File: config.mk
export PLATFORM = sky130hd
export DESIGN_NAME = axis_width_serializer_flat
export DESIGN_NICKNAME = d
export VERILOG_FILES = /design/src/rtl/axis_width_serializer_if.sv /design/src/rtl/axis_width_serializer.sv /design/src/flat_wrapper.sv
export SDC_FILE = /design/constraint.sdc
export NUM_CORES = 1
export LEC_CHECK = 0
export ABC_AREA = 1
export BUFFER_PORTS_ARGS = -buffer_cell sky130_fd_sc_hd__buf_2
export CAP_MARGIN = 20
export CORE_MARGIN = 4
export CORE_UTILIZATION = 45
export CTS_CLUSTER_SIZE = 24
export DETAILED_ROUTE_END_ITERATION = 8
export PLACE_DENSITY_LB_ADDON = 0.1
export SLEW_MARGIN = 15
export SYNTH_ARGS = -nofsm -noshare
export SYNTH_HDL_FRONTEND = slang
export SYNTH_SLANG_ARGS = --single-unit
File: constraint.sdc
create_clock -name axi_clk -period 14.7 [get_ports axi_clk]
set_input_delay 1.47 -clock axi_clk [delete_from_list [all_inputs] [get_ports axi_clk]]
set_output_delay 1.47 -clock axi_clk [all_outputs]
set_load 0.02 [all_outputs]
File: src/rtl/axis_width_serializer_if.sv
// Bundle of the word write port and the narrow AXI4-Stream output of axis_width_serializer.
// The slave modport is the serializer's view of the bundle. The master modport is the view of the
// logic that drives it, which is the writer on one side and the stream sink on the other.
interface axis_width_serializer_if #(
  parameter int IN_WIDTH  = 128,
  parameter int OUT_WIDTH = 32
);
  // Handshake rule for both channels: a transfer happens at a rising edge where valid and ready are
  // both 1. A source that raises valid keeps it and its payload unchanged until that transfer.
  // ready may change freely.
  logic                 wr_valid;
  logic                 wr_ready;
  logic [IN_WIDTH-1:0]  wr_data;
  logic                 m_axis_valid;
  logic                 m_axis_ready;
  logic [OUT_WIDTH-1:0] m_axis_data;
  logic                 m_axis_last;

  modport slave (
    input  wr_valid, wr_data, m_axis_ready,
    output wr_ready, m_axis_valid, m_axis_data, m_axis_last
  );

  modport master (
    output wr_valid, wr_data, m_axis_ready,
    input  wr_ready, m_axis_valid, m_axis_data, m_axis_last
  );
endinterface

File: src/rtl/axis_width_serializer.sv
// Stores wide result words in a DEPTH-entry FIFO and sends each one as RATIO narrow beats,
// least significant chunk first. TLAST marks the final beat of every WORDS_PER_PKT-th word.
module axis_width_serializer #(
  parameter int IN_WIDTH      = 128,
  parameter int OUT_WIDTH     = 32,
  parameter int DEPTH         = 4,
  parameter int WORDS_PER_PKT = 1
) (
  input  logic                       axi_clk,
  input  logic                       axi_rst,
  axis_width_serializer_if.slave     bus,
  output logic [$clog2(DEPTH+1)-1:0] fifo_count,
  output logic                       state_dbg   // 1 while the serialiser holds a word (SEND)
);
  localparam int RATIO = IN_WIDTH / OUT_WIDTH;
  localparam int PW    = $clog2(DEPTH);
  localparam int CW    = $clog2(DEPTH + 1);
  localparam int BW    = (RATIO > 1) ? $clog2(RATIO) : 1;
  localparam int KW    = (WORDS_PER_PKT > 1) ? $clog2(WORDS_PER_PKT) : 1;

  localparam logic [BW-1:0] LAST_BEAT = BW'(RATIO - 1);
  localparam logic [KW-1:0] LAST_WORD = KW'(WORDS_PER_PKT - 1);
  localparam logic [CW-1:0] FULL      = CW'(DEPTH);

  typedef enum logic {S_IDLE = 1'b0, S_SEND = 1'b1} state_t;

  state_t              state, state_nxt;
  logic [IN_WIDTH-1:0] mem [DEPTH];
  logic [PW-1:0]       wr_ptr, rd_ptr;
  logic [IN_WIDTH-1:0] shreg;
  logic [BW-1:0]       beat_idx;
  logic [KW-1:0]       pkt_word;
  logic                push, pop, beat_fire, word_done, fifo_nonempty;

  assign fifo_nonempty = (fifo_count != '0);
  // A full FIFO refuses the write even if the serialiser pops on the same edge.
  assign bus.wr_ready  = !axi_rst && (fifo_count < FULL);
  assign push          = bus.wr_valid && bus.wr_ready;
  assign beat_fire     = (state == S_SEND) && bus.m_axis_ready;
  assign word_done     = beat_fire && (beat_idx == LAST_BEAT);

  always_ff @(posedge axi_clk) begin
    if (axi_rst) state <= S_IDLE;
    else         state <= state_nxt;
  end

  always_comb begin
    state_nxt = state;
    pop       = 1'b0;
    case (state)
      S_IDLE: begin
        if (fifo_nonempty) begin
          pop       = 1'b1;
          state_nxt = S_SEND;
        end
      end
      S_SEND: begin
        // Reload straight from the FIFO at the end of a word, so no idle beat goes out.
        if (word_done) begin
          if (fifo_nonempty) pop = 1'b1;
          else               state_nxt = S_IDLE;
        end
      end
      default: state_nxt = S_IDLE;
    endcase
  end

  always_ff @(posedge axi_clk) begin
    if (axi_rst) begin
      wr_ptr     <= '0;
      rd_ptr     <= '0;
      fifo_count <= '0;
    end else begin
      if (push) wr_ptr <= wr_ptr + 1'b1;
      if (pop)  rd_ptr <= rd_ptr + 1'b1;
      case ({push, pop})
        2'b10:   fifo_count <= fifo_count + 1'b1;
        2'b01:   fifo_count <= fifo_count - 1'b1;
        default: fifo_count <= fifo_count;
      endcase
    end
  end

  always_ff @(posedge axi_clk) begin
    if (push) mem[wr_ptr] <= bus.wr_data;
  end

  always_ff @(posedge axi_clk) begin
    if (axi_rst) begin
      shreg    <= '0;
      beat_idx <= '0;
      pkt_word <= '0;
    end else begin
      if (word_done) pkt_word <= (pkt_word == LAST_WORD) ? '0 : pkt_word + 1'b1;
      if (pop) begin
        shreg    <= mem[rd_ptr];
        beat_idx <= '0;
      end else if (beat_fire && !word_done) begin
        shreg    <= shreg >> OUT_WIDTH;
        beat_idx <= beat_idx + 1'b1;
      end
    end
  end

  // When a word finishes and nothing is queued, the shift register is left alone,
  // so TDATA keeps the value of the last beat sent.
  assign bus.m_axis_valid = (state == S_SEND);
  assign bus.m_axis_data  = shreg[OUT_WIDTH-1:0];
  assign bus.m_axis_last  = (state == S_SEND) && (beat_idx == LAST_BEAT) && (pkt_word == LAST_WORD);
  assign state_dbg        = (state == S_SEND);
endmodule

File: src/flat_wrapper.sv
// flat-port wrapper written by rule: the top's interface ports become plain ports
module axis_width_serializer_flat 
#(
  parameter int IN_WIDTH      = 128,
  parameter int OUT_WIDTH     = 32,
  parameter int DEPTH         = 4,
  parameter int WORDS_PER_PKT = 1
)
  (axi_clk, axi_rst, fifo_count, state_dbg, bus_wr_valid, bus_wr_data, bus_m_axis_ready, bus_wr_ready, bus_m_axis_valid, bus_m_axis_data, bus_m_axis_last);
  axis_width_serializer_if #(.IN_WIDTH(IN_WIDTH), .OUT_WIDTH(OUT_WIDTH)) bus_i ();
  input  logic axi_clk;
  input  logic axi_rst;
  output logic [$clog2(DEPTH+1)-1:0] fifo_count;
  output logic state_dbg;
  input wire logic [$bits(bus_i.wr_valid)-1:0] bus_wr_valid;
  input wire logic [$bits(bus_i.wr_data)-1:0] bus_wr_data;
  input wire logic [$bits(bus_i.m_axis_ready)-1:0] bus_m_axis_ready;
  output wire logic [$bits(bus_i.wr_ready)-1:0] bus_wr_ready;
  output wire logic [$bits(bus_i.m_axis_valid)-1:0] bus_m_axis_valid;
  output wire logic [$bits(bus_i.m_axis_data)-1:0] bus_m_axis_data;
  output wire logic [$bits(bus_i.m_axis_last)-1:0] bus_m_axis_last;
  assign bus_i.wr_valid = bus_wr_valid;
  assign bus_i.wr_data = bus_wr_data;
  assign bus_i.m_axis_ready = bus_m_axis_ready;
  assign bus_wr_ready = bus_i.wr_ready;
  assign bus_m_axis_valid = bus_i.m_axis_valid;
  assign bus_m_axis_data = bus_i.m_axis_data;
  assign bus_m_axis_last = bus_i.m_axis_last;
  axis_width_serializer #(.IN_WIDTH(IN_WIDTH), .OUT_WIDTH(OUT_WIDTH), .DEPTH(DEPTH), .WORDS_PER_PKT(WORDS_PER_PKT)) u_core (.axi_clk(axi_clk), .axi_rst(axi_rst), .bus(bus_i), .fifo_count(fifo_count), .state_dbg(state_dbg));
endmodule
## Word level (Yosys, flattened, before mapping)

Memory sizes are Yosys's and may differ from the RTL's. A register that Yosys moved wholly into a read port is not among the register bits.
Index checks and enable logic that the tools add are counted.

| cells by class | value |
|---|---|
| shifts and indexed selects | 0 |
| bitwise logic cells | 2 |
| div/mod/pow operators | 0 |
| eq/ne operators | 3 |
| add/sub/neg operators | 6 |
| reduce and logical (&&, ||, !) cells | 13 |
| mux-type cells | 13 |
| order comparisons | 1 |
| $mul | 0 |

Operator list:

| operator | number |
|---|---|
| $mux 128 | 2 |
| $logic_and 1x1->1 | 7 |
| $add 2x1->2 const B | 3 |
| $mux 1 | 6 |
| $pmux 3 s2 | 1 |
| $eq 2x2->1 const B | 2 |
| $mux 2 | 2 |
| $pmux 1 s2 | 2 |
| $reduce_bool 2->1 | 2 |
| $add 3x1->3 const B | 1 |
| $lt 3x3->1 const B | 1 |
| $reduce_bool 3->1 | 1 |
| $sub 3x1->3 const B | 1 |
| $eq 2x1->1 const B | 1 |
| $logic_not 1->1 | 2 |
| $not 1->1 | 2 |
| $reduce_or 2->1 | 1 |
| $add 1x1->1 const B | 1 |

| word-level totals | value |
|---|---|
| input port bits | 132 |
| output and inout bits | 39 |
| memory bits (writable) | 512 |
| ROM bits | 0 |
| register bits after elaboration | 139 |
| word-level logic and storage cells | 46 |
| memories | 1 |
| bits in latches | 0 |

Memories:

| memory | words | bits a word | rd ports | clocked after Yosys merged registers in | write ports | RTL line | text |
|---|---|---|---|---|---|---|---|
| u_core.mem | 4 | 128 | 1 | 1 | 1 | axis_width_serializer.sv:28 | `logic [IN_WIDTH-1:0] mem [DEPTH];` |

## Longest topological paths before layout

| logic depth | value |
|---|---|
| depth after elaboration | 6 |
| depth in mapped cells | 15 |
| mapped depth without buffers | 14 |

## Worst setup path after synthesis

Ideal clock, no wire load.

| path | value |
|---|---|
| kind | input -> register |
| from | in axi_rst |
| to | mem u_core.mem[0][0], enable pin |
| library setup time | 0.617 ns |
| path slack | 6.500 ns |
| path buffers | 1 |
| required time | 14.083 ns |
| stages | 4 |
| arrival | 7.583 ns |
| cells stage by stage | clkbuf_1 > nor2_1 > nand2_1 > nor2_1 |

| on the way | value |
|---|---|
| word-level cells in the longest chain between the ends | 5 |

RTL lines:

| element | RTL line | text |
|---|---|---|
| start, declared | flat_wrapper.sv:12 | `input logic axi_rst;` |
| $logic_not 1->1 | axis_width_serializer.sv:37 | `assign bus.wr_ready = !axi_rst && (fifo_count < FULL);` |
| $logic_and 1x1->1 | axis_width_serializer.sv:37 |  |
| via bus_wr_ready | flat_wrapper.sv:18 | `output wire logic [$bits(bus_i.wr_ready)-1:0] bus_wr_ready;` |
| $logic_and 1x1->1 | axis_width_serializer.sv:38 | `assign push = bus.wr_valid && bus.wr_ready;` |
| $mux 1 | axis_width_serializer.sv:85 | `if (push) mem[wr_ptr] <= bus.wr_data;` |
| $mux 1 (implied by the code) | axis_width_serializer.sv:85 |  |
| end, declared | axis_width_serializer.sv:28 |  |

The timed path passes the listed nets, and every way through them passes these cells.

## Final worst setup path

| path | value |
|---|---|
| from | in axi_rst |
| to | mem u_core.mem[1][42], enable pin |

| on the way | value |
|---|---|
| word-level cells in the longest chain between the ends | 5 |

RTL lines:

| element | RTL line |
|---|---|
| $logic_not 1->1 | axis_width_serializer.sv:37 |
| $logic_and 1x1->1 | axis_width_serializer.sv:37 |
| $logic_and 1x1->1 | axis_width_serializer.sv:38 |
| $mux 1 | axis_width_serializer.sv:85 |
| $mux 1 (implied by the code) | axis_width_serializer.sv:85 |

No other way between the ends.

==> results.cfg <==
[run_status]
status = finished, final reports clean

[logic_synthesis]
synth_edf_count = 512
seq_area_frac_synth_pct = 68.2
synth_area_leaders = edfxtp_1 (58%), nand2_1 (12%), dfxtp_1 (11%)
synth_top_area_share_pct = 57.7
synth-simple-area-share_pct = 17.9
synth_area_um2 = 26600
synth_xor_area_share_pct = 0.0329
async_flop_share_pct = 0
synth_fa_ha_area_share_pct = 0.357
syn_nets = 2773
avgSynthCellArea_um2 = 10.1
synth_compound_area_share_pct = 5.36
ys_warn_count = 0
ys_types = 24
synth_ff_type = edfxtp_1
netlist_instances = 2634
synth_most_common_cell = nand2_1
synth_top_family_by_area = simple AND/OR/NAND/NOR gates
yosysTopAreaCell = edfxtp_1
synth.mux.area_fraction_pct = 0
yosys-top-cells-count = nand2_1 (879), edfxtp_1 (512), inv_1 (336)
synth_seq_cells = 652

[cells_and_area]
syn_to_final_growth_pct = 12.8
fillers = 5180
finish.net_count = 2861
fin_util_pct = 51.7
drive_gt1_share_pct = 11.0

[worst_setup_path]
cp.required_ps = 14900
critPathKind = input pin to flop
r2r_slack_ps = 11630
crit_fanout = 60
start_kind = input pin
cpMaxStageDelayCell = buf_4
slowest_delay_ps = 910
r2r-end = u_core.shreg[63]
cp-end-kind = flop
critPathArrivalTime_ps = 3870
ff2ff_path_depth = 7
worstPathCellList = buf_2 > nor2_1 > nand2_1 > nor2_4 > buf_4

[timing]
fin_worst_skew_ps = 17.4
worst_pin_slew_ps = 1020
slew_headroom_pct = 31.5
grt_setup_unrepaired = false
finalSetupViolCount = 0
slew_viol_final = 0
hold_viol = 0
fmax_ghz = 0.273
fin_crit_sh_pct = 25.0
period_minus_slack_ps = 3670
setup_tns_ps = 0

[hold_path]
hold_class = flop to flop
min_to = u_core.beat_idx[1]
hp-start = u_core.beat_idx[1]
min_path_cells = 2

[die]
die_h_um = 251
core_um2 = 58100
dieArea_um2 = 63200
die_w_um = 251
rows = 88
start_util_pct = 45.8
boundaryPins = 171

[power_and_ir_drop]
seqPwrFrac_pct = 44.3
power.share.switching_pct = 33.5
power_mw = 5.46
power.leakage_nw = 12.7
peakVddDrop_mv = 0.121
power_frac_clock_pct = 31.4
intPower_mw = 3.63
comb_power_share_pct = 24.3
power-per-cell-area_nw_per_um2 = 182
power_switching_mw = 1.83

[grt]
grt_max_degree = 137
grt_usage_pct = 20.5
grt_pass1_wl_mm = 99.6
grt_overflow = 0
antenna_found_initial = 16
grt_pass1_vias = 16800

[clock_tree]
cts_resized = 0
cts-htree-levels = 3
cts_tree = done
numClockSinks = 652
hold_buffers = 0
root_buffer = clkbuf_16
clock_path_buffers = 3
path_clk_slew_ps = 60
cts_setup_buffers = 0
clkLatencyLatePin_ps = 590
numCtsBuffers = 70

[route]
drc = 0
initialDrtViolationCount = 1162
via_count = 17700
dr.pass1.iters = 5
routedWlPerCell_um = 18.6
wirelength_mm = 66.0
antenna_left = 0
viasPerCell = 4.99

[placement]
place.gp.congestion = 0.777
io_buffer_count = 170
hpwl_mm = 38.2

[flow_run]
max-cap-violations = 0
logic make-up (layout without fill, tap and decap cells):
| logic type | Yosys count | after routing |
|---|---|---|
| AND/OR/NAND/NOR | 1191 | 1191 |
| flip-flops | 652 | 652 |
| buffers and inverters | 514 | 660 |
| AO/OA/AOI/OAI | 269 | 269 |
| adder cells (fa/ha/maj) | 7 | 7 |
| XOR/XNOR | 1 | 1 |
| other | 0 | 2 |
final cells by class:
| class | count | area [um2] | area share, % |
|---|---|---|---|
| diodes | 2 | 5.00 | 0.0167 |
| clock buffers | 101 | 1990 | 6.63 |
| clock inverters | 29 | 254 | 0.845 |
| inverters | 339 | 1280 | 4.27 |
| multi-input cells | 1468 | 6340 | 21.1 |
| flip-flops and latches | 652 | 18200 | 60.5 |
| well taps | 765 | 957 | 3.18 |
| repair buffers | 191 | 1040 | 3.46 |
layout by cell type (no fill, tap or decap), types with 9 or more instances in the layout:
master     netlist  final
dfxtp_1        140    138
inv_1          336    335
o21ai_1         13     13
o21ai_0        217    217
nand2_1        879    879
nand4_1         42     42
clkbuf_1        56     22
edfxtp_1       512    512
o211ai_1        32     32
clkinv_2         0     10
buf_2           74    170
buf_4           38     19
clkinv_1         0      9
clkbuf_16        0     73
nand3_1        135    134
nor2_1         131    127
power by group through the flow:
stage	Sequential (mW)	Combinational (mW)	Clock, mW
floorplan	2.35	1.04	0
global placement	2.45	1.33	0
detailed placement	2.45	1.35	0
CTS	2.42	1.35	1.75
global route	2.44	1.52	1.83
finish	2.42	1.33	1.72
routing by layer:
metal  up-vias  share of wire [%]  GRT usage, %
li1       8706                  -             -
met1      8504                 44          27.7
met2       401                 48          34.0
met3        85                5.5          4.19
met4        14                1.8          5.56
met5         -               0.11             0
registers in the layout (all words and copies together), names as in the netlist, named ones only:
signal	cells
u_core.rd_ptr	2
u_core.shreg	128
u_core.fifo_count	3
u_core.beat_idx	2
u_core.bus.m_axis_valid	1
u_core.mem	512
u_core.wr_ptr	2
per-stage QoR:
| step | instance area, um2 | cells | setup slack (ps) | hold WS [ps] |
|---|---|---|---|---|
| 2_1_floorplan | 26600 | 2634 | 6500 | 445 |
| 3_3_place_gp | 27800 | 3414 | 10380 | 453 |
| 3_5_place_dp | 27800 | 3414 | 10360 | 465 |
| 4_1_cts | 30000 | 3544 | 10980 | 474 |
| 5_1_grt | 30100 | 3547 | 10800 | 498 |
| 6_report | 30100 | 3547 | 11030 | 471 |
how the worst max path moves through the flow:
stage             from           endpoint  slack (ps)  cells after the start
2_1_floorplan  axi_rst   u_core.mem[0][0]        6500                      4
3_3_place_gp   axi_rst  u_core.mem[1][41]       10380                      5
3_5_place_dp   axi_rst  u_core.mem[1][29]       10360                      5
4_1_cts        axi_rst  u_core.mem[1][39]       10980                      5
5_1_grt        axi_rst  u_core.mem[1][39]       10800                      5
6_report       axi_rst  u_core.mem[1][42]       11030                      5
worst max-delay path: cells and delay by family:
family / cells / cell delay (ps)
simple gates: 3 / 1300
buf+inv: 2 / 1060
Note: power is estimated with default switching activity, not from simulation.
